==> src/rtl/lcd_spi_streamer.sv <==
// lcd_spi_streamer
//   Takes the PPU pixel stream, buffers it in a small FIFO, maps each 2-bit
//   shade to RGB565 and serialises it MSB-first over SPI mode 0 to an
//   ST7789-class panel. A RAMWR (0x2C) command byte precedes the first pixel
//   of every frame.
//
// Ports
//   clk, rst_n             clock (clk_4mhz domain), async active-low reset
//   lcd_write              pixel strobe, one pixel per cycle
//   lcd_col[1:0]           pixel shade
//   lcd_x[7:0], lcd_y[7:0] pixel coordinate (valid: x<160, y<144)
//   spi_sck, spi_mosi      SPI clock (idle low) and data
//   spi_cs_n, spi_dc       chip select (active low), 0=command / 1=data
//   busy                   FIFO non-empty, byte in flight or cs_n asserted
//   overflow               sticky: a valid pixel was dropped on a full FIFO
//   state                  FSM state (debug)
//
// Handshake: the pixel input has no back-pressure. A valid pixel is accepted
// when the FIFO is not full, or when it is full and the FSM pops in the same
// cycle; otherwise it is dropped and overflow latches.
module lcd_spi_streamer #(
  parameter int          DEPTH   = 16,
  parameter int          CLK_DIV = 1,
  parameter logic [15:0] PAL0    = 16'hFFFF,
  parameter logic [15:0] PAL1    = 16'hAD55,
  parameter logic [15:0] PAL2    = 16'h52AA,
  parameter logic [15:0] PAL3    = 16'h0000
) (
  input  logic       clk,
  input  logic       rst_n,
  input  logic       lcd_write,
  input  logic [1:0] lcd_col,
  input  logic [7:0] lcd_x,
  input  logic [7:0] lcd_y,
  output logic       spi_sck,
  output logic       spi_mosi,
  output logic       spi_cs_n,
  output logic       spi_dc,
  output logic       busy,
  output logic       overflow,
  output logic [1:0] state
);

  localparam int AW = $clog2(DEPTH);
  localparam int DW = (CLK_DIV > 1) ? $clog2(CLK_DIV) : 1;

  localparam logic [1:0] IDLE   = 2'd0;
  localparam logic [1:0] CMD    = 2'd1;
  localparam logic [1:0] PIX_HI = 2'd2;
  localparam logic [1:0] PIX_LO = 2'd3;

  // ---------------- FIFO ----------------
  logic [2:0]    mem [DEPTH];
  logic [AW:0]   wr_ptr, rd_ptr;
  logic          empty, full, pix_valid, push, pop;
  logic [2:0]    head;
  logic [15:0]   head_pal;

  assign pix_valid = lcd_write && (lcd_x < 8'd160) && (lcd_y < 8'd144);
  assign empty     = (wr_ptr == rd_ptr);
  assign full      = (wr_ptr[AW] != rd_ptr[AW]) &&
                     (wr_ptr[AW-1:0] == rd_ptr[AW-1:0]);
  // A full FIFO still accepts when the head leaves in the same cycle.
  assign push      = pix_valid && (!full || pop);
  assign head      = mem[rd_ptr[AW-1:0]];

  always_comb begin
    head_pal = PAL0;
    case (head[1:0])
      2'd0: head_pal = PAL0;
      2'd1: head_pal = PAL1;
      2'd2: head_pal = PAL2;
      2'd3: head_pal = PAL3;
      default: head_pal = PAL0;
    endcase
  end

  always_ff @(posedge clk) begin
    if (push) mem[wr_ptr[AW-1:0]] <= {(lcd_x == 8'd0) && (lcd_y == 8'd0), lcd_col};
  end

  always_ff @(posedge clk or negedge rst_n) begin
    if (!rst_n) begin
      wr_ptr   <= '0;
      rd_ptr   <= '0;
      overflow <= 1'b0;
    end else begin
      if (push) wr_ptr <= wr_ptr + 1'b1;
      if (pop)  rd_ptr <= rd_ptr + 1'b1;
      if (pix_valid && full && !pop) overflow <= 1'b1;
    end
  end

  // ---------------- Shifter datapath ----------------
  logic [1:0]    state_next;
  logic [DW-1:0] div_cnt;
  logic          phase;      // current SCK level while a byte is in flight
  logic [2:0]    bit_cnt;
  logic [7:0]    shreg;
  logic [15:0]   pal;
  logic          div_last, byte_done;

  assign div_last  = (div_cnt == DW'(CLK_DIV - 1));
  assign byte_done = (state != IDLE) && phase && div_last && (bit_cnt == 3'd7);

  always_ff @(posedge clk or negedge rst_n) begin
    if (!rst_n) begin
      div_cnt <= '0;
      phase   <= 1'b0;
      bit_cnt <= '0;
      shreg   <= '0;
      pal     <= '0;
    end else if (pop) begin
      pal     <= head_pal;
      shreg   <= head[2] ? 8'h2C : head_pal[15:8];
      div_cnt <= '0;
      phase   <= 1'b0;
      bit_cnt <= '0;
    end else if (state != IDLE) begin
      if (div_last) begin
        div_cnt <= '0;
        phase   <= ~phase;
        // Falling edge: advance to the next bit, or load the next byte of
        // the pixel. After PIX_LO the load is harmless; mosi is gated in IDLE.
        if (phase) begin
          bit_cnt <= bit_cnt + 3'd1;
          if (bit_cnt == 3'd7) shreg <= (state == CMD) ? pal[15:8] : pal[7:0];
          else                 shreg <= {shreg[6:0], 1'b0};
        end
      end else begin
        div_cnt <= div_cnt + 1'b1;
      end
    end
  end

  // ---------------- FSM ----------------
  always_ff @(posedge clk or negedge rst_n) begin
    if (!rst_n) state <= IDLE;
    else        state <= state_next;
  end

  always_comb begin
    state_next = state;
    pop        = 1'b0;
    case (state)
      IDLE: if (!empty) begin
        pop        = 1'b1;
        state_next = head[2] ? CMD : PIX_HI;
      end
      CMD:    if (byte_done) state_next = PIX_HI;
      PIX_HI: if (byte_done) state_next = PIX_LO;
      PIX_LO: if (byte_done) begin
        // Chain straight into the next pixel so cs_n and sck run gap-free.
        if (!empty) begin
          pop        = 1'b1;
          state_next = head[2] ? CMD : PIX_HI;
        end else begin
          state_next = IDLE;
        end
      end
      default: state_next = IDLE;
    endcase
  end

  always_comb begin
    spi_cs_n = (state == IDLE);
    spi_sck  = (state != IDLE) && phase;
    spi_mosi = (state != IDLE) && shreg[7];
    spi_dc   = (state != CMD);
    busy     = !empty || (state != IDLE) || !spi_cs_n;
  end

endmodule
==> config.mk <==
export PLATFORM = sky130hd
export DESIGN_NAME = lcd_spi_streamer
export DESIGN_NICKNAME = d
export VERILOG_FILES = /design/src/rtl/lcd_spi_streamer.sv
export SDC_FILE = /design/constraint.sdc
export NUM_CORES = 1
export LEC_CHECK = 0
export BUFFER_PORTS_ARGS = -buffer_cell sky130_fd_sc_hd__buf_2
export CAP_MARGIN = 10
export CORE_UTILIZATION = 50
export DETAILED_ROUTE_END_ITERATION = 6
export PLACE_DENSITY_LB_ADDON = 0.08
export SYNTH_ARGS = -nofsm -noshare
export SYNTH_HDL_FRONTEND = slang
export SYNTH_SLANG_ARGS = --single-unit
==> constraint.sdc <==
create_clock -name clk -period 2.6 [get_ports clk]
set_clock_uncertainty 0.2 [all_clocks]
set_input_delay 0.13 -clock clk [delete_from_list [all_inputs] [get_ports clk]]
set_output_delay 0.13 -clock clk [all_outputs]
set_load 0.01 [all_outputs]
======== Yosys cells after proc, flatten, opt, wreduce, memory -nomap -nowiden ========
Memories as Yosys holds them, arrays and structs flattened.
Cells that the tools add are included.
word-level totals
  bits of input ports ..................... 21
  bits in writable memories ............... 48
  word-level logic and storage cells ...... 92
  bits in registers ....................... 42
  output and inout port bits .............. 8
  memories kept ........................... 1
memory list
  memory  depth  width  rd ports  clocked after memory_dff  wr ports  line  text
  mem     16     3      1         0                         1         53    logic [2:0] mem [DEPTH];
operators by class
  magnitude comparators ................... 2
  equal/unequal tests ..................... 16
  bitwise gates (word level) .............. 2
  reduce and logical (&&, ||, !) cells .... 28
  mux-type cells .......................... 30
  add/sub/neg operators ................... 4
operator list
  operator                                                                 number
  16-bit case mux with 4 select lines                                      1
  8-bit 2-to-1 mux                                                         7
  8-bit zero test                                                          2
  8-bit less-than comparator, second input constant                        2
  2-bit 2-to-1 mux                                                         6
  3-bit 2-to-1 mux                                                         4
  1-bit logical AND                                                        11
  5-bit by 1-bit adder with 5-bit output, second input constant            2
  1-bit 2-to-1 mux                                                         10
  2-bit inequality test, second input constant                             5
  2-bit == test, second input constant                                     4
  2-bit case mux with 4 select lines                                       1
  2-bit nonzero test                                                       3
  5-bit == test                                                            1
  2-bit by 1-bit == test with 1-bit output, second input constant          2
  4-bit == test                                                            1
  1-bit zero test                                                          4
  2-bit zero test                                                          2
  4-bit AND reduction                                                      1
  3-bit by 1-bit adder with 3-bit output, second input constant            1
  3-bit == test, second input constant                                     1
  1-bit logical OR                                                         3
  3-bit AND reduction                                                      1
  2-bit by 1-bit inequality test with 1-bit output, second input constant  1
  other kinds (5)                                                          6

======== Logic depth before layout (Yosys ltp) ========
Gate-level depths: netlist of the first run.
  word-level depth ........................ 10
  mapped depth ............................ 8

======== Least setup slack after synthesis of the first run ========
OpenSTA, ideal clock, no wires.
  kind .................................... register to register
  start ................................... register state[0]
  end ..................................... memory mem[0][0] (enable)
  clock period less this slack ............ 2.299 ns
  slack ................................... 0.301 ns
  arrival ................................. 1.796 ns
  buffers on the path ..................... 0
  cell stages (with the launch flop) ...... 8
  path through ............................ dfrtp_1 -> inv_1 -> ha_1 -> a31oi_1 -> or2_2 -> a31oi_4 -> nor3b_2 -> and2_1
RTL lines
  what                                    line  text
  start, declared                         41    output logic [1:0] state
  start signal, assigned                  139   else state <= state_next;
  2-bit zero test                         n/a
  net spi_cs_n                            37    output logic spi_cs_n,
  1-bit case mux with 2 select lines      145   case (state)
  1-bit logical OR                        64    assign push = pix_valid && (!full || pop);
  1-bit logical AND                       64
  1-bit 2-to-1 mux                        79    if (push) mem[wr_ptr[AW-1:0]] <= {(lcd_x == 8'd0) && (lcd_y == 8'd0), lcd_col};
  1-bit 2-to-1 mux (implied by the code)  79
  end, declared                           53
The timed path passes the listed nets, and every way through them passes these cells.

======== Worst setup path after layout of the first run ========
  start ................................... register rd_ptr[1]
  end ..................................... output busy
between the ends
  longest elaborated chain between the ends .. 4
RTL lines
  what                           line  text
  start, declared                54    logic [AW:0] wr_ptr, rd_ptr;
  start signal, assigned         89    if (pop) rd_ptr <= rd_ptr + 1'b1;
  5-bit == test                  60    assign empty = (wr_ptr == rd_ptr);
  1-bit zero test                170   busy = !empty || (state != IDLE) || !spi_cs_n;
  1-bit logical OR (2 in a row)  170
  end, declared                  39    output logic busy,
Every way passes these cells.

==> results of run 1 <==
[report_power, final]
group	internal [W]	switching, W	total [W]
sequential	0.00150	0.000188	0.00168
combinational	0.000845	0.00106	0.00190
clock	0.000440	0.000415	0.000855
total	0.00278	0.00166	0.00444
[metrics by stage]
step                      setup WS [ns]  total power, W  hold slack, ns  cell area, sq um
after floorplan                   0.301         0.00312          -0.366              3590
after global placement            0.249         0.00359         -0.0159              3870
after detailed placement          0.209         0.00361         -0.0147              3870
after CTS                         0.161         0.00447          0.0145              4090
after global routing             0.0661         0.00478          0.0315              4090
final                             0.192         0.00444          0.0339              4090
[path summary, 6_finish.rpt]
check / to / slack (ns) / cells past startpoint
worst max-delay path: busy / 0.19 / 7
worst min-delay path: overflow / 0.03 / 3
worst max register to register: mem[3][1] / 0.21 / 6
worst min register to register: overflow / 0.30 / 1
max in group asynchronous: wr_ptr[1] / 1.63 / 2
min in group asynchronous: state[1] / 0.14 / 2
[worst register-to-register path: cells and delay by family, from the launching register on]
kind                     cells  cell delay (ns)
AND/OR/NAND/NOR              3             0.89
flip-flops                   1             0.40
adder cells (fa/ha/maj)      1             0.31
AO/OA/AOI/OAI                1             0.20
buffers and inverters        1             0.09
[cell families (layout without fill, tap and decap cells)]
family                   Yosys count  count (layout)  share of synthesized area, %
flip-flops                        75              75                          59.0
buffers and inverters             25              72                          3.76
adder cells (fa/ha/maj)           11              11                          3.83
XOR/XNOR                          15              15                          3.66
AO/OA/AOI/OAI                     41              41                          7.77
multiplexers                      25              25                          11.5
AND/OR/NAND/NOR                   68              68                          10.5
[registers in the layout, summed over array words and instances (netlist names)]
name and flops:
mem 48, shreg 8, wr_ptr 5, phase 1
bit_cnt 3, overflow 1, rd_ptr 5, state 2
pal 2
[cell type report]
type / count / area, sq um / area share [%]
clock inverters: 7 / 67.6 / 1.65
clock buffers: 9 / 124 / 3.03
inverters: 13 / 48.8 / 1.19
well taps: 96 / 120 / 2.93
multi-input cells: 160 / 1340 / 32.8
flip-flops and latches: 75 / 2120 / 51.7
repair buffers: 43 / 273 / 6.66
[Yosys cell counts, drive strengths merged (3+ instances only)]
cell type	n
o21ai	7
clkbuf	4
mux4	12
a21oi	11
mux2i	10
xnor2	8
and2	12
inv	12
nand3	4
mux2	3
xor2	7
dfrtp	27
buf	8
ha	11
o211ai	6
nor2	8
nand2	24
a31oi	8
edfxtp	48
nor4	3
[metal layers]
layer | share of wire (%) | global-route usage, %
met1 | 49 | 32.6
met2 | 45 | 29.4
met3 | 4.9 | 3.14
met4 | 0.65 | 8.18
met5 | 0 | 0
[what timing repair did]
item,4_1_cts,5_1_grt
hold buffers,3,0
setup endpoints to repair,0,0
hold endpoints to repair,55,0
==> results by group, run 1 <==
Critical path
  – CP Class: register to primary output
  – Reg2reg start: state[0]
  – Slowest cell on crit path: dfrtp_1
  – Crit-path cells: buf_12, xor2_1, nor4_4, buf_4, and2_1, nand2_1, buf_2
  – Crit path max-delay family: simple AND/OR/NAND/NOR gates
  – Crit path max fanout: 16
  – Setup crit end kind: primary output
  – CP arrival: 2.08 ns
  – Crit path largest cell delay: 0.40 ns
  – Worst Setup Start Kind: register
  – Buffers & Inverters on Critical Path: 3
  – Worst Setup SP: rd_ptr[1]
  – Required time of the critical path: 2.27 ns

Drt
  – Iteration-0 DRC Markers: 153
  – Final WL: 6930 microns
  – DR vias/cell: 5.46
  – WL/cell: 17.2 microns
  – First drt pass iteration count: 4
  – Routed Antenna Nets: 0
  – Post-route DRC violation count: 0
  – Routed vias: 2,200

Power
  – Pleak: 1.65 nW
  – Worst vdd ir: 0.000396 V
  – Power per standard cell area: 1080 nW/um^2

Floorplanning
  – Die width: 86.7 microns
  – Boundary Pins: 29
  – Die area: 7520 sq um
  – Cell row count: 30
  – Die extent in y: 86.7 microns
  – Core Area: 6870 sq um
  – Initial Util: 52.3%

CTS
  – Setup bufs post-CTS: 0
  – CTS Root Buffer Type: clkbuf_8
  – H-tree depth: 3
  – Post-CTS Resized: 0
  – CTS buffer count: 9
  – Clock buffer depth: 2
  – Clock sinks: 75
  – CTS clk-pin slew, worst paths: 0.07 ns
  – Clock Latency Late Sink: 0.33 ns
  – CTS tree: yes

Cells and area
  – Most common cell after layout, fill and taps aside: edfxtp_1
  – Non-Filler Instances: 403
  – Area Growth Syn to Fin: 14.0%
  – Final Net Count: 334
  – Most frequent cells in the layout: edfxtp_1 (48), buf_2 (28), dfrtp_1 (27), nand2_1 (24), and2_1 (12)
  – Layout cells sized above 1: 25.4%
  – Inserted Diodes: 0
  – Core Util, Final: 59.6%
  – Fillcell total: 545

Synthesis
  – Synth top area cells: edfxtp_1 (40%), dfrtp_1 (19%), mux4_2 (6.3%)
  – Ys async rst share: 36.0%
  – Post-synthesis area per instance: 13.8 sq um
  – Synth unique cells: 48
  – Post-synth EDFFs: 48
  – Predominant post-synthesis flop cell: edfxtp_1
  – Cell Area, Synth: 3590 sq um
  – Flops & latches, synth: 75
  – Synth Net Count: 292
  – Ys Warns: 0
  – Sequential share of the synthesized area: 59.0%
  – Area leader, netlist: edfxtp_1
  – Synth Instances: 260
  – Post-synth top area share: 40.2%

Place
  – # port buffers: 28
  – HPWL after detailed placement: 4960 microns
  – DP Cell Count: 384
  – Gpl congestion: 0.746

STA
  – Final Hold Viols: 0
  – Minimum clock period: 2.41 ns
  – Final setup viols: 0
  – Setup Total Neg Slack: 0 ns
  – RSZ-0062 raised after global routing: false
  – Worst Tran Pin Value: 0.636 ns
  – Max Slew Vio Count: 0
  – Fmax: 415 MHz
  – Slew HR: 57.6%
  – Period Utilization, post-route: 92.6%

GRT
  – Vias in the first global route: 2,106
  – Largest net degree at the start of global routing: 28
  – Overflow after GRT: 0
  – First-pass GRT wire length: 11,400 microns
  – Antenna violations before repair: 0
  – GRT Total Usage: 20.9%

Run status
  – Status: finished clean

Job
  – Maxcap violations: 0

Worst hold path
  – Hold WC Path Type: input pin to register
  – HP Start: lcd_write
No activity file was read; power rests on OpenSTA's default activity.
==> inputs of run 2 (changes only) <==
- ABC_AREA: not set -> 1
- RECOVER_POWER: not set -> 100
==> run 2 against run 1 <==
  * Total power rose by 5.0%
  * Synthesized cell count is 71% higher
  * Critical endpoint is now mem[12][0]
  * Routed wire length is 18% higher
  * Critical path depth rose by 5
  * Largest power group unchanged
  * Count of clock-buffer cells in the layout grew 1
  * Final cell count up 46%
  * Largest cell class unchanged
==> results by group, run 2 <==
STA
  – Final setup viols: 0 (unchanged)
  – Final Hold Viols: 0 (unchanged)
  – Minimum clock period: 2.43 ns (was 2.41 ns)
  – Setup Total Neg Slack: 0 ns (unchanged)
  – Worst Tran Pin Value: 1.49 ns (was 0.636 ns)
  – Fmax: 412 MHz (was 415 MHz)
  – RSZ-0062 raised after global routing: true (was false)
  – Period Utilization, post-route: 93.3% (was 92.6%)
  – Slew HR: 0.525% (was 57.6%)
  – Max Slew Vio Count: 0 (unchanged)

Cells and area
  – Multi-input gate area: 1390 sq um (was 1340 sq um)
  – Area Growth Syn to Fin: 12.8% (was 14.0%)
  – Max reg flops: 48 (unchanged)
  – Non-Filler Instances: 590 (was 403)
  – Most common cell after layout, fill and taps aside: nand2_1 (was edfxtp_1)
  – Most frequent cells in the layout: nand2_1 (134), inv_1 (73), edfxtp_1 (48), nand3_1 (37), nor2_1 (30) (was edfxtp_1 (48), buf_2 (28), dfrtp_1 (27), nand2_1 (24), and2_1 (12))
  – Final Net Count: 518 (was 334)
  – Layout cells sized above 1: 14.1% (was 25.4%)
  – Seq. cell area: 2120 sq um (unchanged)
  – Fillcell total: 656 (was 545)
  – Core Util, Final: 59.1% (was 59.6%)
  – Inserted Diodes: 0 (unchanged)

Power
  – Net Sw Frac: 42.6% (was 37.4%)
  – Comb power frac: 44.9% (was 42.8%)
  – Clk network pwr share: 19.0% (was 19.3%)
  – Sequential power share: 36.2% (was 37.9%)
  – Worst vdd ir: 0.000598 V (was 0.000396 V)
  – Pleak: 2.08 nW (was 1.65 nW)
  – Pint: 0.00268 W (was 0.00278 W)
  – Final Total Pwr: 0.00466 W (was 0.00444 W)
  – Power per standard cell area: 1070 nW/um^2 (was 1080 nW/um^2)
  – Sw power: 0.00198 W (was 0.00166 W)

CTS
  – CTS buffer count: 9 (unchanged)
  – Clock sinks: 75 (unchanged)
  – Setup bufs post-CTS: 0 (unchanged)
  – CTS clk-pin slew, worst paths: 0.08 ns (was 0.07 ns)
  – Clock buffer depth: 2 (unchanged)
  – CTS tree: yes (unchanged)
  – Clock Latency Late Sink: 0.36 ns (was 0.33 ns)
  – H-tree depth: 3 (unchanged)
  – CTS Root Buffer Type: clkbuf_8 (unchanged)

Synthesis
  – Post-synthesis area per instance: 8.67 sq um (was 13.8 sq um)
  – Post-synth top area share: 37.3% (was 40.2%)
  – Post-synth EDFFs: 48 (unchanged)
  – Commonest cells post-synth: nand2_1 (134), inv_1 (72), edfxtp_1 (48), nor2_1 (38), nand3_1 (37) (was edfxtp_1 (48), dfrtp_1 (27), nand2_1 (24), and2_1 (12))
  – Ys async rst share: 36.0% (unchanged)
  – Most frequent cell after synthesis: nand2_1 (was edfxtp_1)
  – Synth unique cells: 35 (was 48)
  – Ys Warns: 0 (unchanged)
  – Synth Net Count: 477 (was 292)
  – Predominant post-synthesis flop cell: edfxtp_1 (unchanged)
  – Cell Area, Synth: 3860 sq um (was 3590 sq um)
  – Synth Instances: 445 (was 260)
  – Flops & latches, synth: 75 (unchanged)
  – Sequential share of the synthesized area: 54.8% (was 59.0%)
  – Synth top area cells: edfxtp_1 (37%), dfrtp_1 (18%), nand2_1 (13%) (was edfxtp_1 (40%), dfrtp_1 (19%), mux4_2 (6.3%))
  – Area leader, netlist: edfxtp_1 (unchanged)

Critical path
  – Slowest cell on crit path: dfrtp_1 (unchanged)
  – Crit path max fanout: 9 (was 16)
  – Crit path largest cell delay: 0.39 ns (was 0.40 ns)
  – Crit path top cell by count: nand2_1
  – Reg2reg start: bit_cnt[0] (was state[0])
  – Buffers & Inverters on Critical Path: 2 (was 3)
  – Setup crit end kind: register (was primary output)
  – Crit-path cells: ha_1, ha_1, inv_1, nor2_2, nand2_1, nand2_1, nand3_2, nand2_1, nand2_2, inv_4, nand2_1, nor2_2 (was buf_12, xor2_1, nor4_4, buf_4, and2_1, nand2_1, buf_2)
  – CP Class: register to register (was register to primary output)
  – Required time of the critical path: 2.45 ns (was 2.27 ns)
  – RR Endpoint: mem[12][0] (was mem[3][1])
  – Worst Setup Start Kind: register (unchanged)
  – Crit path max-delay family: simple AND/OR/NAND/NOR gates (unchanged)
  – R2R depth: 12 (was 6)
  – CP arrival: 2.28 ns (was 2.08 ns)
  – FF-to-FF setup slack: 0.17 ns (was 0.21 ns)

Place
  – Gpl congestion: 0.847 (was 0.746)
  – HPWL after detailed placement: 5850 microns (was 4960 microns)
  – DP Cell Count: 570 (was 384)
  – # port buffers: 28 (unchanged)

Floorplanning
  – Core Area: 7370 sq um (was 6870 sq um)
  – Cell row count: 31 (was 30)
  – Die extent in y: 89.9 microns (was 86.7 microns)
  – Initial Util: 52.4% (was 52.3%)
  – Die width: 89.9 microns (was 86.7 microns)
  – Die area: 8070 sq um (was 7520 sq um)
  – Boundary Pins: 29 (unchanged)

Drt
  – WL/cell: 13.8 microns (was 17.2 microns)
  – Iteration-0 DRC Markers: 169 (was 153)
  – Final WL: 8150 microns (was 6930 microns)
  – Post-route DRC violation count: 0 (unchanged)
  – First drt pass iteration count: 5 (was 4)
  – Routed Antenna Nets: 0 (unchanged)
  – Routed vias: 2,966 (was 2,200)
  – DR vias/cell: 5.03 (was 5.46)

GRT
  – First-pass GRT wire length: 13,700 microns (was 11,400 microns)
  – GRT Total Usage: 22.1% (was 20.9%)
  – Largest net degree at the start of global routing: 28 (unchanged)
  – Antenna violations before repair: 0 (unchanged)
  – Vias in the first global route: 2,889 (was 2,106)
  – Overflow after GRT: 0 (unchanged)

Worst hold path
  – Hold WC Path Type: input pin to register (unchanged)
  – Hold path depth: 5 (was 3)
  – HP Start: lcd_write (unchanged)
  – Hold endpoint: wr_ptr[0] (was overflow)

Job
  – Maxcap violations: 0 (unchanged)

Run status
  – Status: finished clean (unchanged)
==> run 2: cell types whose count changed in the layout (fill, tap and decap cells not counted), moves of 11 or more <==
cell and change:
nand3_1 +33, nor2_1 +22, inv_1 +62, and2_1 -12
nand2_1 +110, o21ai_0 +14, nor2_2 +11
==> run 2: worst max path at each step <==
stage	slack [ns]	endpoint	cells past startpoint	start
after floorplan	0.14	mem[12][0]	13	state[0]
after global placement	0.18	mem[12][2]	13	state[0]
after detailed placement	0.09	mem[12][2]	13	state[0]
after CTS	0.08	mem[12][2]	13	state[0]
after global routing	-0.03	mem[13][1]	13	state[0]
final	0.17	mem[12][0]	12	bit_cnt[0]
==> run 2: layout make-up <==
cell class                 instances  area share, %
inverter                          78           6.84
clock buffer                      10           2.93
timing repair buffer              41           5.31
tap                               99           2.84
clock inverter                     6           1.49
sequential                        75           48.6
multi-input combinational        281           32.0
==> run 2: metrics by stage <==
stage | hold WS, ns | setup slack, ns | cell area (sq um)
floorplan | -0.366 | 0.141 | 3860
global placement | -0.0216 | 0.176 | 4120
detailed placement | -0.0156 | 0.0947 | 4120
CTS | 0.0508 | 0.0803 | 4360
global route | 0.0991 | -0.0296 | 4360
finish | 0.0712 | 0.174 | 4360
==> run 2: power by group through the flow <==
| stage | registers, W | clock network, W | logic [W] |
|---|---|---|---|
| after floorplan | 0.00165 | 0 | 0.00160 |
| after global placement | 0.00170 | 0 | 0.00208 |
| after detailed placement | 0.00171 | 0 | 0.00209 |
| after CTS | 0.00168 | 0.000895 | 0.00210 |
| after global routing | 0.00171 | 0.000952 | 0.00240 |
| final | 0.00169 | 0.000885 | 0.00209 |
==> run 2: timing repair <==
action / CTS / global route
hold buffers: 4 / 0
resized for setup: 0 / 10
endpoints found under the setup margin: 0 / 45
hold endpoints to repair: 60 / 0
==> run 2: cells by family (layout without fill, tap and decap cells) <==
| logic type | after synthesis | count (layout) | share of synthesized area (%) |
|---|---|---|---|
| and+or+nand+nor | 226 | 226 | 24.8 |
| buffers and inverters | 89 | 135 | 9.59 |
| DFF | 75 | 75 | 54.8 |
| AOI/OAI and AO/OA | 35 | 35 | 5.19 |
| adders and majority gates | 11 | 11 | 3.57 |
| xor gates and xnor gates | 9 | 9 | 2.04 |
==> run 2: routing by layer <==
metal	track usage, %	share of wire [%]	vias up
met3	3.89	4.8	12
li1	-	-	1476
met4	8.74	1.4	0
met2	34.7	46	84
met5	0	0	-
met1	30.9	48	1394
==> run 2: worst register-to-register path: cells and delay by family, from the launching register on <==
family        cells  cell delay, ns
fa+ha+maj         2            0.43
simple gates      8            0.87
flops             1            0.39
buf+inv           2            0.25
